File: src/rtl/id_ex_operand_stage.sv
// id_ex_operand_stage: ID/EX pipeline register with operand bypass and load-use bubble insertion.
// Latency: one cycle. ID inputs sampled at an edge appear on EX_* just after that edge.
// Backpressure: HOLD freezes the EX register. STALL asks upstream to re-present the same ID slot.
//
// Ports:
//   CLK, RESET            clock, synchronous active-high reset
//   ID_*                  decoded instruction fields and controls from the ID stage
//   RF_OUT1/2             register file read data for ID_RS1/ID_RS2
//   EXM_* / MWB_*         writeback candidates from EX/MEM and MEM/WB used for bypassing
//   FLUSH, HOLD           kill the ID instruction / freeze the EX register
//   STALL                 combinational request for upstream to hold
//   EX_*                  registered instruction presented to the EX stage
module id_ex_operand_stage #(
  parameter int NBITS = 32,
  parameter int AW    = 5,
  parameter int CTRLW = 8
) (
  input  logic             CLK,
  input  logic             RESET,
  input  logic             ID_VALID,
  input  logic [AW-1:0]    ID_RS1,
  input  logic [AW-1:0]    ID_RS2,
  input  logic             ID_USE_RS1,
  input  logic             ID_USE_RS2,
  input  logic [AW-1:0]    ID_RD,
  input  logic             ID_REG_WRITE,
  input  logic             ID_MEM_READ,
  input  logic [NBITS-1:0] ID_IMM,
  input  logic [NBITS-1:0] ID_PC,
  input  logic [CTRLW-1:0] ID_CTRL,
  input  logic [NBITS-1:0] RF_OUT1,
  input  logic [NBITS-1:0] RF_OUT2,
  input  logic [AW-1:0]    EXM_RD,
  input  logic             EXM_WR,
  input  logic [NBITS-1:0] EXM_DATA,
  input  logic [AW-1:0]    MWB_RD,
  input  logic             MWB_WR,
  input  logic [NBITS-1:0] MWB_DATA,
  input  logic             FLUSH,
  input  logic             HOLD,
  output logic             STALL,
  output logic             EX_VALID,
  output logic [NBITS-1:0] EX_OP_A,
  output logic [NBITS-1:0] EX_OP_B,
  output logic [NBITS-1:0] EX_IMM,
  output logic [NBITS-1:0] EX_PC,
  output logic [AW-1:0]    EX_RD,
  output logic             EX_REG_WRITE,
  output logic             EX_MEM_READ,
  output logic [CTRLW-1:0] EX_CTRL
);

  logic             valid_q, valid_d;
  logic [NBITS-1:0] op_a_q, op_a_d;
  logic [NBITS-1:0] op_b_q, op_b_d;
  logic [NBITS-1:0] imm_q, imm_d;
  logic [NBITS-1:0] pc_q, pc_d;
  logic [AW-1:0]    rd_q, rd_d;
  logic             reg_write_q, reg_write_d;
  logic             mem_read_q, mem_read_d;
  logic [CTRLW-1:0] ctrl_q, ctrl_d;

  logic             load_use;
  logic             load_en;
  logic [NBITS-1:0] fwd_a, fwd_b;

  // EX/MEM beats MEM/WB (it is younger). MEM/WB also covers the case where the
  // RF is being written this same cycle and the read returned the old value.
  function automatic logic [NBITS-1:0] resolve(
    input logic [AW-1:0]    src,
    input logic [NBITS-1:0] rf_val,
    input logic [AW-1:0]    exm_rd,
    input logic             exm_wr,
    input logic [NBITS-1:0] exm_data,
    input logic [AW-1:0]    mwb_rd,
    input logic             mwb_wr,
    input logic [NBITS-1:0] mwb_data
  );
    logic [NBITS-1:0] r;
    if (src == '0)                         r = '0;
    else if (exm_wr && (exm_rd == src))    r = exm_data;
    else if (mwb_wr && (mwb_rd == src))    r = mwb_data;
    else                                   r = rf_val;
    return r;
  endfunction

  always_comb begin
    fwd_a = resolve(ID_RS1, RF_OUT1, EXM_RD, EXM_WR, EXM_DATA, MWB_RD, MWB_WR, MWB_DATA);
    fwd_b = resolve(ID_RS2, RF_OUT2, EXM_RD, EXM_WR, EXM_DATA, MWB_RD, MWB_WR, MWB_DATA);
  end

  // A load sitting in EX has no data until MEM/WB, so a dependent ID
  // instruction must wait one cycle behind a bubble.
  assign load_use = ID_VALID & valid_q & mem_read_q & (rd_q != '0) &
                    ((ID_USE_RS1 & (ID_RS1 == rd_q)) | (ID_USE_RS2 & (ID_RS2 == rd_q)));

  // A flushed instruction is dead anyway, so a hazard on it must not stall.
  assign STALL   = HOLD | (load_use & ~FLUSH);
  assign load_en = ID_VALID & ~FLUSH & ~load_use;

  always_comb begin
    valid_d     = valid_q;
    op_a_d      = op_a_q;
    op_b_d      = op_b_q;
    imm_d       = imm_q;
    pc_d        = pc_q;
    rd_d        = rd_q;
    reg_write_d = reg_write_q;
    mem_read_d  = mem_read_q;
    ctrl_d      = ctrl_q;
    if (!HOLD) begin
      if (load_en) begin
        valid_d     = 1'b1;
        op_a_d      = fwd_a;
        op_b_d      = fwd_b;
        imm_d       = ID_IMM;
        pc_d        = ID_PC;
        rd_d        = ID_RD;
        reg_write_d = ID_REG_WRITE;
        mem_read_d  = ID_MEM_READ;
        ctrl_d      = ID_CTRL;
      end else begin
        // Bubble: only the qualifying bits matter; data fields keep their old values.
        valid_d     = 1'b0;
        reg_write_d = 1'b0;
        mem_read_d  = 1'b0;
      end
    end
  end

  always_ff @(posedge CLK) begin
    if (RESET) begin
      valid_q     <= 1'b0;
      op_a_q      <= '0;
      op_b_q      <= '0;
      imm_q       <= '0;
      pc_q        <= '0;
      rd_q        <= '0;
      reg_write_q <= 1'b0;
      mem_read_q  <= 1'b0;
      ctrl_q      <= '0;
    end else begin
      valid_q     <= valid_d;
      op_a_q      <= op_a_d;
      op_b_q      <= op_b_d;
      imm_q       <= imm_d;
      pc_q        <= pc_d;
      rd_q        <= rd_d;
      reg_write_q <= reg_write_d;
      mem_read_q  <= mem_read_d;
      ctrl_q      <= ctrl_d;
    end
  end

  assign EX_VALID     = valid_q;
  assign EX_OP_A      = op_a_q;
  assign EX_OP_B      = op_b_q;
  assign EX_IMM       = imm_q;
  assign EX_PC        = pc_q;
  assign EX_RD        = rd_q;
  assign EX_REG_WRITE = reg_write_q;
  assign EX_MEM_READ  = mem_read_q;
  assign EX_CTRL      = ctrl_q;

endmodule

File: config.mk
export PLATFORM = sky130hd
export DESIGN_NAME = id_ex_operand_stage
export DESIGN_NICKNAME = d
export VERILOG_FILES = /design/src/rtl/id_ex_operand_stage.sv
export SDC_FILE = /design/constraint.sdc
export NUM_CORES = 1
export LEC_CHECK = 0
export ABC_AREA = 1
export CORE_MARGIN = 2
export CORE_UTILIZATION = 38
export DETAILED_ROUTE_END_ITERATION = 8
export GPL_TIMING_DRIVEN = 0
export PLACE_DENSITY = 0.78
export SLEW_MARGIN = 20
export SYNTH_ARGS = -nofsm -noshare
export SYNTH_HDL_FRONTEND = slang
export SYNTH_SLANG_ARGS = --single-unit
File: constraint.sdc
create_clock -name CLK -period 1.35 [get_ports CLK]
set_input_delay 0.27 -clock CLK [delete_from_list [all_inputs] [get_ports CLK]]
set_output_delay 0.27 -clock CLK [all_outputs]
set_load 0.02 [all_outputs]
---- Word-level counts from Yosys, hierarchy flattened ----
Cells that the tools add are included.
word-level totals
  register bits ........................... 144
  input bits .............................. 236
  output and inout bits ................... 145
  logic and storage cells ................. 46
operators by class
  equality and inequality tests ........... 6
  multiplexer cells ....................... 9
  bitwise operators ....................... 14
  reduce and logical (&&, ||, !) cells .... 8
operator list
  operator             number
  32-bit 2-to-1 mux    6
  5-bit == test        6
  5-bit zero test      2
  1-bit bitwise AND    9
  5-bit nonzero test   1
  1-bit logical AND    4
  1-bit 2-to-1 mux     3
  1-bit inverter       3
  1-bit bitwise OR     2
  2-bit AND reduction  1

---- Logic depth before layout (Yosys ltp) ----
  depth in word-level cells ............... 7
  mapped depth ............................ 13
  depth with buffers taken out ............ 12

---- Least setup slack after synthesis ----
OpenSTA, ideal clock, no wires.
  path type ............................... register to output
  start point ............................. register rd_q[4] (netlist: EX_RD[4])
  end point ............................... output port STALL
  data arrival time ....................... 1.630 ns
  required time ........................... 1.080 ns
  path slack .............................. -0.550 ns
  stages on the path, launching flop included .. 11
  buffers on the path ..................... 2
  cells stage by stage .................... dfxtp_1 > inv_1 > nand2_1 > nand2_1 > nor2_1 > nand3_1 > nand2_2 > nand2_4 > buf_6 > buf_2 > o21bai_1
between the ends
  word-level cells in the longest chain between the ends .. 6
  elaborated cells between the ends (all ways) .. 10
  those cells by class .................... eq/ne (2); bitwise (7); reduce/logical (1)
ends and longest elaborated chain
  what                    RTL line  text
  start, declared         58        logic [AW-1:0] rd_q, rd_d;
  start signal, assigned  148       rd_q <= rd_d;
  5-bit == test           95        ((ID_USE_RS1 & (ID_RS1 == rd_q)) | (ID_USE_RS2 & (ID_RS2 == rd_q)));
  1-bit bitwise AND       95
  1-bit bitwise OR        95
  1-bit bitwise AND (*)   94        assign load_use = ID_VALID & valid_q & mem_read_q & (rd_q != '0) &
  1-bit bitwise AND (*)   98        assign STALL = HOLD | (load_use & ~FLUSH);
  1-bit bitwise OR (*)    98
  end, declared           41        output logic STALL,
Mark *: on every way between the ends. The rest lies on a longest branch, timed or not.

---- Final worst setup path ----
  start point ............................. register rd_q[3] (netlist: EX_RD[3])
  end point ............................... output port STALL
Same word-level chain as after synthesis.

==> implementation parameters <==
Parameter                              Value

Run status
  Status ... finished with violations
  Violations in the final reports ... setup timing

Floorplan
  Initial Utilization ... 0.3842
  Top-level port count ... 381
  Standard cell core area ... 0.02089 sq mm
  Die extent in y ... 149.3 um
  Floorplan die width ... 149.3 um
  Number of cell rows ... 53
  Full die area ... 0.02230 sq mm

Route
  Via-per-instance ratio ... 5.267
  Number of vias in the routed layout ... 10,165
  Count of nets left with antenna violations after detail routing ... 0
  Post-route DRC ... 0
  Starting DRT DRC Count ... 647
  First-pass iteration count of the detailed router ... 6
  Routed WL ... 35,060 um
  DR WL/cell ... 18.16 um

Min path
  HP Start ... HOLD
  Worst hold-check path type ... in2reg

Global routing
  Tot GR Track Use ... 0.3032
  Via count of the first global-routing pass ... 9,755
  Global-route wire length before repair ... 51,900 um
  Maximum number of pins on one net before global-route repair ... 17
  Number of antenna violations at the first check in global routing ... 4
  GRT overflow ... 0

Layout
  Commonest non-fill, non-tap cell in the layout ... clkdlybuf4s50_1
  Post-layout instance area ... 0.01330 sq mm
  Share of cells above drive strength 1 ... 0.1217
  Synth-to-layout area growth ... 65.68%
  Count of fill cells added during filler insertion ... 1,898
  Top library cells by usage in the layout, fill and taps aside ... clkdlybuf4s50_1 (302), nand2_1 (257), nor2_1 (203), nand3_1 (198), dfxtp_1 (138)
  Number of nets in the layout ... 1,875

Worst setup path
  R2R Path Start ... EX_RD[4]$_SDFFE_PP0P_
  Cell with the most instances on the worst path ... nand2_1
  Worst path bufs/invs ... 4
  CP endpoint kind ... output pin
  Critical-path cell with the highest stage delay ... dfxtp_4
  Type of the worst setup path ... reg2out
  Maximum single-stage delay on the critical path ... 0.37 ns
  Critical path launch point type ... flip-flop
  Critical Path AT ... 1.81 ns
  Start point of the critical path ... EX_RD[3]$_SDFFE_PP0P_
  Crit path max fanout ... 4
  Crit-path cells ... inv_2, nand2_1, nand2_1, nor2_1, nand3_1, nand2_2, nand2_4, buf_12, buf_8, o21bai_4, buf_6
  Worst EP required ... 1.08 ns
  Family with the most delay on the worst path ... simple AND/OR/NAND/NOR gates

Synthesis
  Ys async rst share ... 0
  Post-synthesis sequential element count ... 144
  Number of standard cells after synthesis ... 1,225
  Total number of yosys warnings ... 0
  Cell Area, Synth ... 0.008025 sq mm
  Post-synth EDFFs ... 0
  Unique cell type count in the Yosys netlist ... 28
  Post-Syn Area per Cell ... 6.551 sq um
  Net count after synthesis ... 1,461
  Flip-flop cell with the highest count after synthesis ... dfxtp_1
  Seq/Total Area, Yosys ... 0.3592

Timing
  Worst slew pin tran ... 0.7598 ns
  Max Transition Viols Final ... 0
  Fin Clk Skew ... 0.01475 ns
  Endpoints failing setup ... 227
  Unrepaired setup endpoints after global routing ... yes
  Total Negative Setup Slacks ... -93.76 ns
  Time the worst path needs with I/O delays and setup ... 2.082 ns
  Relative slew slack ... 0.4935
  Number of failing hold endpoints at the final stage ... 0
  Period utilisation layout ... 1.542
  Maximum clock frequency ... 480.3 MHz
  Setup WS post-layout ... -0.7320 ns

Placement
  Count of input and output buffers ... 379
  Gp weighted congestion ... 0.9563
  Placement Cell Area ... 0.01227 sq mm
  Placed wire-length estimate after detailed placement ... 27,420 um

CTS
  Number of buffers added by the clock tree synthesis step ... 17
  Max clock buf depth ... 2
  Clock slew seen by the registers of the worst setup and hold paths ... 0.06 ns
  H-tree levels ... 4
  Clock latency on the worst-skew pair ... 0.42 ns
  TritonCTS clock tree ... done
  CTS Root Cell ... clkbuf_16
  TritonCTS Sinks ... 144

Run
  Number of maximum-capacitance violations ... 0

Pwr
  Pleak ... 6.272 nW
  Power Dens Cells ... 924.0 mW/mm^2
  Largest voltage drop on the vdd net ... 0.6156 mV
[worst min-delay path: cells and delay by family]
family / cells / cell delay [ns]
buffers and inverters: 1 / 0.19
AND/OR/NAND/NOR: 1 / 0.08
AO/OA/AOI/OAI: 1 / 0.05
[final cells by class]
| cell class | count | area, sq um | area share |
|---|---|---|---|
| diodes | 3 | 7.507 | 0.0005646 |
| plain buffers | 103 | 669.4 | 0.05034 |
| clock buffers | 19 | 432.9 | 0.03256 |
| clock inverters | 13 | 207.7 | 0.01562 |
| inverters | 56 | 212.7 | 0.01600 |
| multi-input cells | 922 | 4502 | 0.3386 |
| flip-flops and latches | 144 | 2903 | 0.2183 |
| well taps | 275 | 344.1 | 0.02588 |
| repair buffers | 395 | 4018 | 0.3022 |
[logic make-up (layout without fill, tap and decap cells)]
family | after synthesis | in the layout | synth area share
AOI/OAI and AO/OA | 157 | 157 | 0.1191
and+or+nand+nor | 762 | 762 | 0.4206
xor gates and xnor gates | 3 | 3 | 0.003275
buffers and inverters | 159 | 586 | 0.09775
other | 0 | 3 | 0
DFF | 144 | 144 | 0.3592
[sequential cells by signal, summed over array words and instances, names as in the netlist]
signal / count
EX_IMM: 32
EX_OP_A: 32
EX_OP_B: 32
EX_PC: 32
EX_CTRL: 8
EX_RD: 5
EX_MEM_READ: 1
EX_REG_WRITE: 1
EX_VALID: 1
[routing by layer]
layer  track usage  vias up  part of all wire
met1        0.3314     4655              0.36
met3       0.08379       77             0.099
met5             0        -           0.00034
met2        0.5594      531              0.51
li1              -     4900                 -
met4        0.1076        2             0.029
[synthesized netlist by cell type (6+ instances only)]
cell	n	share of area
inv_2	8	0.0037
nand3_1	209	0.13
a21boi_0	50	0.047
buf_6	16	0.022
buf_2	42	0.026
clkbuf_1	41	0.019
a21oi_1	82	0.051
nand4_1	66	0.051
o21ai_0	6	0.0037
a21boi_1	14	0.013
inv_1	48	0.022
nand2_1	262	0.12
nor2_1	210	0.098
dfxtp_1	144	0.36
[stage by stage]
step | utilization | setup slack [ns] | hold slack, ns | instances | power, mW
2_1_floorplan | - | -0.2056 | 0.4105 | 1225 | 5.682
3_5_place_dp | 0.5873 | -1.514 | 0.4497 | 1879 | 7.085
4_1_cts | 0.6255 | -0.7147 | 0.4126 | 1920 | 12.27
5_1_grt | 0.6364 | -0.8036 | 0.2382 | 1929 | 12.71
3_3_place_gp | 0.5873 | -1.512 | 0.4449 | 1879 | 7.061
6_report | 0.6365 | -0.7320 | 0.2132 | 1930 | 12.29
[where the power goes]
group	leakage (nW)	total [mW]	internal [mW]	switching (mW)
Combinational	4.79	2.59	1.25	1.34
Clock	0.312	5.21	3.29	1.92
Sequential	1.17	4.49	4.39	0.0921
Total	6.27	12.3	8.94	3.35
[worst paths after layout]
check	to	slack, ns	cells past startpoint
worst min register to register	EX_PC[7]$_SDFFE_PP0P_	0.46	2
worst max-delay path	STALL	-0.73	11
worst min-delay path	EX_REG_WRITE$_SDFFE_PP0N_	0.21	3
worst max register to register	EX_IMM[19]$_SDFFE_PP0P_	-0.66	13
[repair_timing]
| action | CTS | global route |
|---|---|---|
| pin swaps | 7 | 10 |
| endpoints found under the setup margin | 289 | 282 |
| endpoints found under the hold margin | 0 | 0 |
| buffers inserted | 9 | 7 |
| resized for setup | 106 | 83 |
| hold buffers | 0 | 0 |
Power figures use the tool's default switching activity.
